### config.mk
export PLATFORM = sky130hd
export DESIGN_NAME = fp_op_sequencer
export DESIGN_NICKNAME = d
export VERILOG_FILES = /design/src/rtl/fp_op_sequencer.sv
export SDC_FILE = /design/constraint.sdc
export NUM_CORES = 1
export LEC_CHECK = 0
export BUFFER_PORTS_ARGS = -buffer_cell sky130_fd_sc_hd__buf_2
export CORE_ASPECT_RATIO = 0.5
export CORE_MARGIN = 2
export CORE_UTILIZATION = 50
export DETAILED_ROUTE_END_ITERATION = 10
export PLACE_DENSITY = 0.85
export SETUP_SLACK_MARGIN = 0.15
export SYNTH_ARGS = -nofsm -noshare
export SYNTH_HDL_FRONTEND = slang
export SYNTH_SLANG_ARGS = --single-unit
### constraint.sdc
create_clock -name clk -period 5.5 [get_ports clk]
set_clock_uncertainty 0.15 [all_clocks]
set_input_delay 1.1 -clock clk [delete_from_list [all_inputs] [get_ports clk]]
set_output_delay 1.1 -clock clk [all_outputs]
set_load 0.02 [all_outputs]
### src/rtl/fp_op_sequencer.sv
// rtl/fp_op_sequencer.sv - single-issue add/mul/div sequencer with a shared operand bus
// Holds operands stable, pulses the divider start, and returns tagged results with status.
module fp_op_sequencer #(
   parameter int TAG_W       = 4,
   parameter int ADD_LAT     = 1,
   parameter int MUL_LAT     = 2,
   parameter int DIV_TIMEOUT = 64
) (
   input  logic             clk,
   input  logic             rst_n,
   input  logic             req_valid,
   output logic             req_ready,
   input  logic [1:0]       req_opcode,
   input  logic [31:0]      req_a,
   input  logic [31:0]      req_b,
   input  logic [TAG_W-1:0] req_tag,
   output logic [31:0]      op_a,
   output logic [31:0]      op_b,
   input  logic [31:0]      add_result,
   input  logic [31:0]      mul_result,
   output logic             div_start,
   input  logic [31:0]      div_result,
   input  logic             div_complete,
   output logic             rsp_valid,
   input  logic             rsp_ready,
   output logic [31:0]      rsp_result,
   output logic [TAG_W-1:0] rsp_tag,
   output logic [1:0]       rsp_status,
   output logic             busy,
   output logic [15:0]      op_count
);

   typedef enum logic [1:0] {IDLE, EXEC, RESP} state_t;

   localparam logic [1:0] OP_ADD = 2'b00;
   localparam logic [1:0] OP_MUL = 2'b01;
   localparam logic [1:0] OP_DIV = 2'b10;
   localparam logic [1:0] OP_ILL = 2'b11;

   localparam logic [1:0] ST_OK      = 2'b00;
   localparam logic [1:0] ST_ILLEGAL = 2'b01;
   localparam logic [1:0] ST_DIVZERO = 2'b10;
   localparam logic [1:0] ST_TIMEOUT = 2'b11;

   localparam int CNT_MAX_AM = (ADD_LAT > MUL_LAT) ? ADD_LAT : MUL_LAT;
   localparam int CNT_MAX    = (CNT_MAX_AM > DIV_TIMEOUT) ? CNT_MAX_AM : DIV_TIMEOUT;
   localparam int CNT_W      = $clog2(CNT_MAX + 1);

   state_t             state_q, state_d;
   logic [CNT_W-1:0]   cnt_q, cnt_d;
   logic [1:0]         opc_q, opc_d;
   logic [TAG_W-1:0]   tag_q, tag_d;
   logic [31:0]        op_a_q, op_a_d;
   logic [31:0]        op_b_q, op_b_d;
   logic [31:0]        rsp_result_q, rsp_result_d;
   logic [1:0]         rsp_status_q, rsp_status_d;
   logic [15:0]        op_count_q, op_count_d;
   logic               div_start_q, div_start_d;

   always_comb begin
      state_d      = state_q;
      cnt_d        = cnt_q;
      opc_d        = opc_q;
      tag_d        = tag_q;
      op_a_d       = op_a_q;
      op_b_d       = op_b_q;
      rsp_result_d = rsp_result_q;
      rsp_status_d = rsp_status_q;
      op_count_d   = op_count_q;
      div_start_d  = 1'b0;

      case (state_q)
         IDLE: begin
            if (req_valid) begin
               op_a_d = req_a;
               op_b_d = req_b;
               opc_d  = req_opcode;
               tag_d  = req_tag;
               cnt_d  = '0;
               if (req_opcode == OP_ILL) begin
                  rsp_result_d = '0;
                  rsp_status_d = ST_ILLEGAL;
                  state_d      = RESP;
               end else if (req_opcode == OP_DIV && req_b[30:0] == 31'd0) begin
                  // Both signed zeros count as divide-by-zero; the divider is never started.
                  rsp_result_d = '0;
                  rsp_status_d = ST_DIVZERO;
                  state_d      = RESP;
               end else begin
                  state_d     = EXEC;
                  div_start_d = (req_opcode == OP_DIV);
               end
            end
         end

         EXEC: begin
            cnt_d = cnt_q + 1'b1;
            case (opc_q)
               OP_ADD: begin
                  if (cnt_q == CNT_W'(ADD_LAT - 1)) begin
                     rsp_result_d = add_result;
                     rsp_status_d = ST_OK;
                     state_d      = RESP;
                  end
               end
               OP_MUL: begin
                  if (cnt_q == CNT_W'(MUL_LAT - 1)) begin
                     rsp_result_d = mul_result;
                     rsp_status_d = ST_OK;
                     state_d      = RESP;
                  end
               end
               OP_DIV: begin
                  // A complete seen alongside the start pulse is left over from a previous divide.
                  if (div_complete && !div_start_q) begin
                     rsp_result_d = div_result;
                     rsp_status_d = ST_OK;
                     state_d      = RESP;
                  end else if (cnt_q == CNT_W'(DIV_TIMEOUT - 1)) begin
                     rsp_result_d = '0;
                     rsp_status_d = ST_TIMEOUT;
                     state_d      = RESP;
                  end
               end
               default: begin
                  rsp_result_d = '0;
                  rsp_status_d = ST_ILLEGAL;
                  state_d      = RESP;
               end
            endcase
         end

         RESP: begin
            if (rsp_ready) begin
               op_count_d = op_count_q + 16'd1;
               state_d    = IDLE;
            end
         end

         default: state_d = IDLE;
      endcase
   end

   always_ff @(posedge clk or negedge rst_n) begin
      if (!rst_n) begin
         state_q      <= IDLE;
         cnt_q        <= '0;
         opc_q        <= OP_ADD;
         tag_q        <= '0;
         op_a_q       <= '0;
         op_b_q       <= '0;
         rsp_result_q <= '0;
         rsp_status_q <= ST_OK;
         op_count_q   <= '0;
         div_start_q  <= 1'b0;
      end else begin
         state_q      <= state_d;
         cnt_q        <= cnt_d;
         opc_q        <= opc_d;
         tag_q        <= tag_d;
         op_a_q       <= op_a_d;
         op_b_q       <= op_b_d;
         rsp_result_q <= rsp_result_d;
         rsp_status_q <= rsp_status_d;
         op_count_q   <= op_count_d;
         div_start_q  <= div_start_d;
      end
   end

   assign req_ready  = (state_q == IDLE);
   assign rsp_valid  = (state_q == RESP);
   assign busy       = (state_q != IDLE);
   assign op_a       = op_a_q;
   assign op_b       = op_b_q;
   assign div_start  = div_start_q;
   assign rsp_result = rsp_result_q;
   assign rsp_tag    = tag_q;
   assign rsp_status = rsp_status_q;
   assign op_count   = op_count_q;

endmodule
==> results.json, run 1 <==
{
  "synth_warnings": 0,
  "worstHoldStart": "op_count[15]$_DFFE_PN0P_",
  "dp_hpwl_um": 11900,
  "cts_max_level": 4,
  "hold_class": "register to register",
  "synth_flop_cell": "dfrtp_1",
  "cts_root_buffer": "clkbuf_16",
  "rsz0062_at_grt": "false",
  "reg2regPathDepth": 6,
  "cp.required_ps": 5630,
  "worstHoldEndpoint": "op_count[15]$_DFFE_PN0P_",
  "cts_hold_buf": 0,
  "clkLatencyLatePin_ps": 400,
  "powerDensity_nw_per_um2": 607,
  "cts_tree": "yes",
  "synthesis.nets": 682,
  "die-area_um2": 13200,
  "vdd_drop_max_mv": 0.303,
  "final.period_utilization_pct": 60.5,
  "grt.total_usage_pct": 23.9,
  "holdPathStages": 1,
  "cts_setup_buffers": 0,
  "synth.distinct_cells": 36,
  "drt_iter0_drc": 309,
  "reg2reg_to": "rsp_result[31]$_DFFE_PN0P_",
  "clock-sinks": 130,
  "clkPwrFrac_pct": 20.6,
  "gp_congestion": 0.814,
  "chipHeight_um": 82.4,
  "clockBufferDepth": 2,
  "crit_path_start_kind": "register",
  "seqPwrFrac_pct": 34.5,
  "ios": 293,
  "gr-usage-met1_pct": 28.8,
  "setup_tns_ps": 0,
  "worstPathArrival_ps": 3460,
  "vias": 5042,
  "ys_seq_area_share_pct": 53.0,
  "intPower_uw": 3000,
  "wl_um": 16300,
  "path_depth": 6,
  "ctsResizeCount": 0,
  "grt_max_degree": 50,
  "met2_usage_pct": 42.2,
  "timing.critical_path.buf_inv": 1,
  "busiest_layer": "met2",
  "diodes": 0,
  "combPwrFrac_pct": 44.8,
  "syn_to_final_growth_pct": 34.8,
  "max_cap_viol_count": 0,
  "final_cells": 973,
  "drv_slew": 0,
  "slowest_delay_ps": 1150,
  "rrSetupSlack_ps": 2170,
  "dp.cells": 942,
  "met3_usage_pct": 5.79,
  "max_freq_mhz": 300,
  "slew_headroom_pct": 18.6,
  "crit_path_cell_trace": "nand2b_1 > nor3_1 > a211oi_2 > o211ai_4 > buf_4 > mux2_2",
  "grt_overflow": 0,
  "switching_share_pct": 40.3,
  "drt-pass1-iter-count": 5,
  "first_global_vias": 4934,
  "layout_min_cycle_time_ps": 3330,
  "numCtsBuffers": 17,
  "status": "finished, final reports clean",
  "r2r-start": "opc_q[1]$_DFFE_PN0P_",
  "layout-drive-gt1-share_pct": 54.2,
  "core-area_um2": 11900,
  "via_per_inst": 5.18,
  "setup_viol_count_final": 0,
  "p_sw_uw": 2020,
  "cp_top_family": "flip-flops",
  "layout.nets": 971,
  "hold_violations": 0,
  "slowest_stage": "dfrtp_1",
  "clkTransAtPathRegs_ps": 60,
  "initial_utilization_pct": 51.7,
  "rows": 28,
  "postSynthCellCount": 507,
  "synth_seq_cells": 130,
  "cp_max_fo": 35,
  "antenna_found_initial": 0,
  "ant_nets": 0,
  "grt_pass1_wl_um": 24500,
  "synthesis.area_um2": 6140,
  "critPathKind": "register to register",
  "crit_path_end_kind": "register",
  "power_leakage_uw": 0.00429,
  "fin_total_pwr_uw": 5020,
  "async_flop_share_pct": 100,
  "synth_edf_count": 0,
  "synth_area_per_cell_um2": 12.1,
  "worst-slew-pin-transition_ps": 1220,
  "wl_per_cell_um": 16.8,
  "drcViolationCount": 0,
  "die_width_um": 161,
  "portBuffers": 292
}
flip-flops by register name, summed over array words and instances, names as in the netlist:
name        count
op_a           32
state_q         2
op_b           32
rsp_result     32
opc_q           2
cnt_q           7
op_count       16
div_start       1
rsp_tag         4
rsp_status      2
worst max-delay path by stage:
stage,startpoint,to,slack (ps)
6_report,opc_q[1]$_DFFE_PN0P_,rsp_result[31]$_DFFE_PN0P_,2170
5_1_grt,opc_q[1]$_DFFE_PN0P_,rsp_result[30]$_DFFE_PN0P_,1950
4_1_cts,opc_q[1]$_DFFE_PN0P_,rsp_result[28]$_DFFE_PN0P_,2200
3_5_place_dp,req_b[6],rsp_result[20]$_DFFE_PN0P_,2120
3_3_place_gp,req_b[1],rsp_result[10]$_DFFE_PN0P_,2140
2_1_floorplan,req_b[9],rsp_result[0]$_DFFE_PN0P_,2740
cells by family (layout without fill, tap and decap cells):
logic type                 Yosys count  count (layout)  synth area share, %
xor gates and xnor gates            16              16                 2.28
and+or+nand+nor                    131             131                 9.72
adders and majority gates            4               4                0.815
DFF                                130             130                 53.0
muxes                              139             139                 26.6
AOI/OAI and AO/OA                   54              54                 5.20
buffers and inverters               33             334                 2.38
per-layer routing:
metal	part of all wire (%)	up-vias	wire (um)
li1	-	2359	-
met1	41	2470	6710
met2	51	182	8300
met3	5.6	31	915
met4	2.5	0	401
met5	0	-	0
synthesized netlist by cell type, types with 5 or more instances:
cell	number	area, um2
mux2i_1	33	330
a21oi_1	33	165
o21ai_0	11	55.1
xnor2_1	12	105
nor4_1	7	43.8
nand4_1	7	43.8
mux2_2	77	867
nor2_1	76	285
dfrtp_1	130	3250
mux2_4	29	435
inv_1	6	22.5
clkbuf_1	20	75.1
nand2_1	15	56.3
nand3_1	5	25.0
cell type report:
class | count | area [um2]
Clock buffer | 18 | 429
Timing Repair Buffer | 297 | 1500
Inverter | 6 | 22.5
Multi-Input combinational cell | 344 | 2750
Tap cell | 165 | 206
Clock inverter | 13 | 116
Sequential cell | 130 | 3250
Fill cell | 909 | 3600
power groups by stage:
stage                     sequential (uW)  clock (uW)  combinational, uW
after floorplan                      2100           0               1150
after global placement               1710           0               2210
after detailed placement             1740           0               2260
after CTS                            1730        1050               2270
after global routing                 1790        1100               2410
final                                1730        1040               2250
through the flow:
step	setup WS [ps]	hold WS, ps	cell area (um2)	util, %
finish	2170	347	8280	69.7
CTS	2200	341	8280	69.7
detailed placement	2120	328	7730	65.1
global route	1950	364	8280	69.7
floorplan	2740	307	6140	-
global placement	2140	310	7730	65.1
layout by cell type (no fill, tap or decap), types with 4 or more instances in the layout:
| cell type | n |
|---|---|
| o21ai_0 | 11 |
| buf_2 | 291 |
| mux2i_1 | 33 |
| clkbuf_16 | 17 |
| nand2_1 | 15 |
| ha_1 | 4 |
| nor3_1 | 4 |
| nand4_1 | 7 |
| nand3_1 | 5 |
| nor4_1 | 7 |
| dfrtp_1 | 129 |
| xnor2_1 | 12 |
| a21oi_1 | 33 |
| clkinvlp_4 | 6 |
| inv_1 | 6 |
| xor2_1 | 4 |
| buf_4 | 6 |
| mux2_4 | 29 |
| mux2_2 | 77 |
| nor2_1 | 76 |
No activity file was read; power rests on OpenSTA's default activity.
==> run 2: changes to the inputs <==
ABC_AREA = 1   (was default)
CORE_UTILIZATION = 43   (was 50)
PLACE_DENSITY = 0.77   (was 0.85)
clock period = 2.9 ns   (was 5.5 ns; I/O delays follow)
==> run 2 against run 1 <==
Effect of this change:
- synthesized cell count rose by 60%
- cell count rose by 34%
- maximum frequency rose by 53%
- wire length rose by 13%
- power rose by 81%
- sequential share of layout area fell by 1.7 points
- setup slack got worse by 1500 ps
- area after synthesis rose by 3.8%
- global-route usage fell by 0.77 points
- register-to-register slack got worse by 1500 ps
- non-clock buffer count rose by 7
- clock-buffer cell count did not move
- critical endpoint is now rsp_result[29]$_DFFE_PN0P_
- largest power group unchanged
==> results.json, run 2 <==
{
  "intPower_uw": 5160,
  "slowest_stage": "dfrtp_1",
  "combPwrFrac_pct": 42.7,
  "synth_flop_cell": "dfrtp_1",
  "ant_nets": 0,
  "initial_utilization_pct": 44.0,
  "async_flop_share_pct": 100,
  "synthesis.nets": 988,
  "synth_area_per_cell_um2": 7.84,
  "mostFrequentLayoutCells": "nand2_1, buf_2, nand3_1, dfrtp_1, nor2_1",
  "grt.total_usage_pct": 23.2,
  "die_width_um": 176,
  "chipHeight_um": 90.1,
  "met2_usage_pct": 40.5,
  "met3_usage_pct": 3.89,
  "whs_ps": 223,
  "drcViolationCount": 0,
  "diodes": 0,
  "drt_iter0_drc": 290,
  "final.period_utilization_pct": 75.2,
  "layout-drive-gt1-share_pct": 33.1,
  "crit_path_end_kind": "register",
  "crit_path_start_kind": "register",
  "slowest_delay_ps": 500,
  "via_per_inst": 4.98,
  "max_cap_viol_count": 0,
  "cts_tree": "yes",
  "syn_to_final_growth_pct": 35.7,
  "vias": 6473,
  "synth_area_leaders": "dfrtp_1, nand2_1, nand3_1, a31oi_1, nor2_1",
  "grt_pass1_wl_um": 29800,
  "final_area_um2": 8650,
  "power_leakage_uw": 0.00481,
  "cp.required_ps": 3090,
  "clockBufferDepth": 2,
  "postSynthCellCount": 813,
  "switching_share_pct": 43.1,
  "first_global_vias": 6182,
  "numCtsBuffers": 17,
  "gr-usage-met1_pct": 29.2,
  "cts_max_level": 4,
  "worst-slew-pin-transition_ps": 737,
  "dp_hpwl_um": 13400,
  "wl_per_cell_um": 14.2,
  "drt-pass1-iter-count": 6,
  "p_sw_uw": 3920,
  "synth_seq_cells": 130,
  "vdd_drop_max_mv": 0.591,
  "synth_edf_count": 0,
  "pre_cts_ws_ps": 654,
  "setup_tns_ps": 0,
  "cp_max_fo": 36,
  "grt_overflow": 0,
  "seqPwrFrac_pct": 31.3,
  "status": "finished, final reports clean",
  "yosysMostFrequentCell": "nand2_1",
  "layout_commonest_cell": "nand2_1",
  "utilization_pct": 59.8,
  "slew_headroom_pct": 50.9,
  "rsz0062_at_grt": "false",
  "synth_warnings": 0,
  "clkLatencyLatePin_ps": 400,
  "crit_path_cell_trace": "nand2_4 > inv_2 > nand3_1 > nand2_2 > nor2_8 > buf_4 > nand3_1 > nand2_1",
  "worstPathArrival_ps": 2370,
  "wl_um": 18400,
  "powerDensity_nw_per_um2": 1050,
  "clkPwrFrac_pct": 26.0,
  "die-area_um2": 15900,
  "critPathKind": "register to register",
  "portBuffers": 292,
  "layout_min_cycle_time_ps": 2180,
  "ys_seq_area_share_pct": 51.1,
  "placed_area_um2": 7980,
  "synth.top_cell.area_share_pct": 51.1,
  "busiest_layer": "met2",
  "max_freq_mhz": 458,
  "synth_top_area_cell": "dfrtp_1",
  "gp_congestion": 0.851,
  "rows": 31,
  "ys_top_cells_by_count": "nand2_1, nand3_1, dfrtp_1",
  "ctsResizeCount": 0,
  "grt_max_degree": 72,
  "clock-sinks": 130,
  "drv_slew": 0,
  "core-area_um2": 14500,
  "setup_slack_ps": 718,
  "hold_violations": 0,
  "synth.distinct_cells": 33,
  "synthesis.area_um2": 6370,
  "cpMostUsedCell": "nand3_1",
  "clkTransAtPathRegs_ps": 60,
  "rrSetupSlack_ps": 720,
  "setup_viol_count_final": 0,
  "antenna_found_initial": 0,
  "cts_root_buffer": "clkbuf_16",
  "layout.nets": 1265,
  "hold_class": "input port to register",
  "ios": 293
}
## run 2: cell types whose count changed after synthesis, sizes merged, moves of 10 or more
cell,delta
a31oi,+30
buf,+10
a21oi,-29
inv,+30
nand3,+136
nand2,+320
mux2i,-33
mux2,-106
nor2,-30
## run 2: cell type report
class                      count  area (um2)
tap                          198         248
multi-input combinational    601        2770
clock buffer                  18         429
sequential                   130        3250
clock inverter                14         225
inverter                      36         135
fill                        1363        5820
timing repair buffer         304        1590
## run 2: worst max-delay path: cells and delay by family (launching register included)
family / cells / cell delay [ps]
and+or+nand+nor: 6 / 990
DFF: 1 / 500
buffers and inverters: 2 / 460
## run 2: cells by family after synthesis
kind of cell	count (synthesis)	synth area share [%]
buffers and inverters	82	5.46
AO/OA/AOI/OAI	51	4.93
XOR/XNOR	14	1.93
AND/OR/NAND/NOR	532	35.8
adder cells (fa/ha/maj)	4	0.786
flip-flops	130	51.1
## run 2: metal layers
layer | share of wire (%) | vias to the layer above
li1 | - | 3193
met1 | 43 | 3002
met2 | 49 | 239
met3 | 5.6 | 39
met4 | 2.3 | 0
met5 | 0 | -
## run 2: final timing paths
check	startpoint	to	cells past startpoint
worst max-delay path	state_q[0]$_DFFE_PN0P_	rsp_result[29]$_DFFE_PN0P_	8
worst min-delay path	req_a[31]	op_a[31]$_DFFE_PN0P_	3
worst max register to register	state_q[0]$_DFFE_PN0P_	rsp_result[29]$_DFFE_PN0P_	8
worst min register to register	op_a[16]$_DFFE_PN0P_	op_a[16]$_DFFE_PN0P_	2
max in group asynchronous	rst_n	rsp_tag[0]$_DFFE_PN0P_	3
min in group asynchronous	rst_n	rsp_result[16]$_DFFE_PN0P_	2
## run 2: metrics by stage
step / total power [uW] / cells
2_1_floorplan: 5500 / 813
3_3_place_gp: 6640 / 1268
3_5_place_dp: 6760 / 1268
4_1_cts: 9150 / 1301
5_1_grt: 9670 / 1301
6_report: 9080 / 1301
## run 2: repair_timing
item	in CTS	in global routing
buffers inserted	0	0
hold buffers	1	0
endpoints found under the hold margin	21	0
## run 2: power by group through the flow
stage                     Combinational, uW  Sequential, uW  Clock (uW)
after floorplan                        1990            3510           0
after global placement                 3800            2840           0
after detailed placement               3890            2860           0
after CTS                              3910            2840        2410
after global routing                   4270            2920        2490
final                                  3880            2840        2360
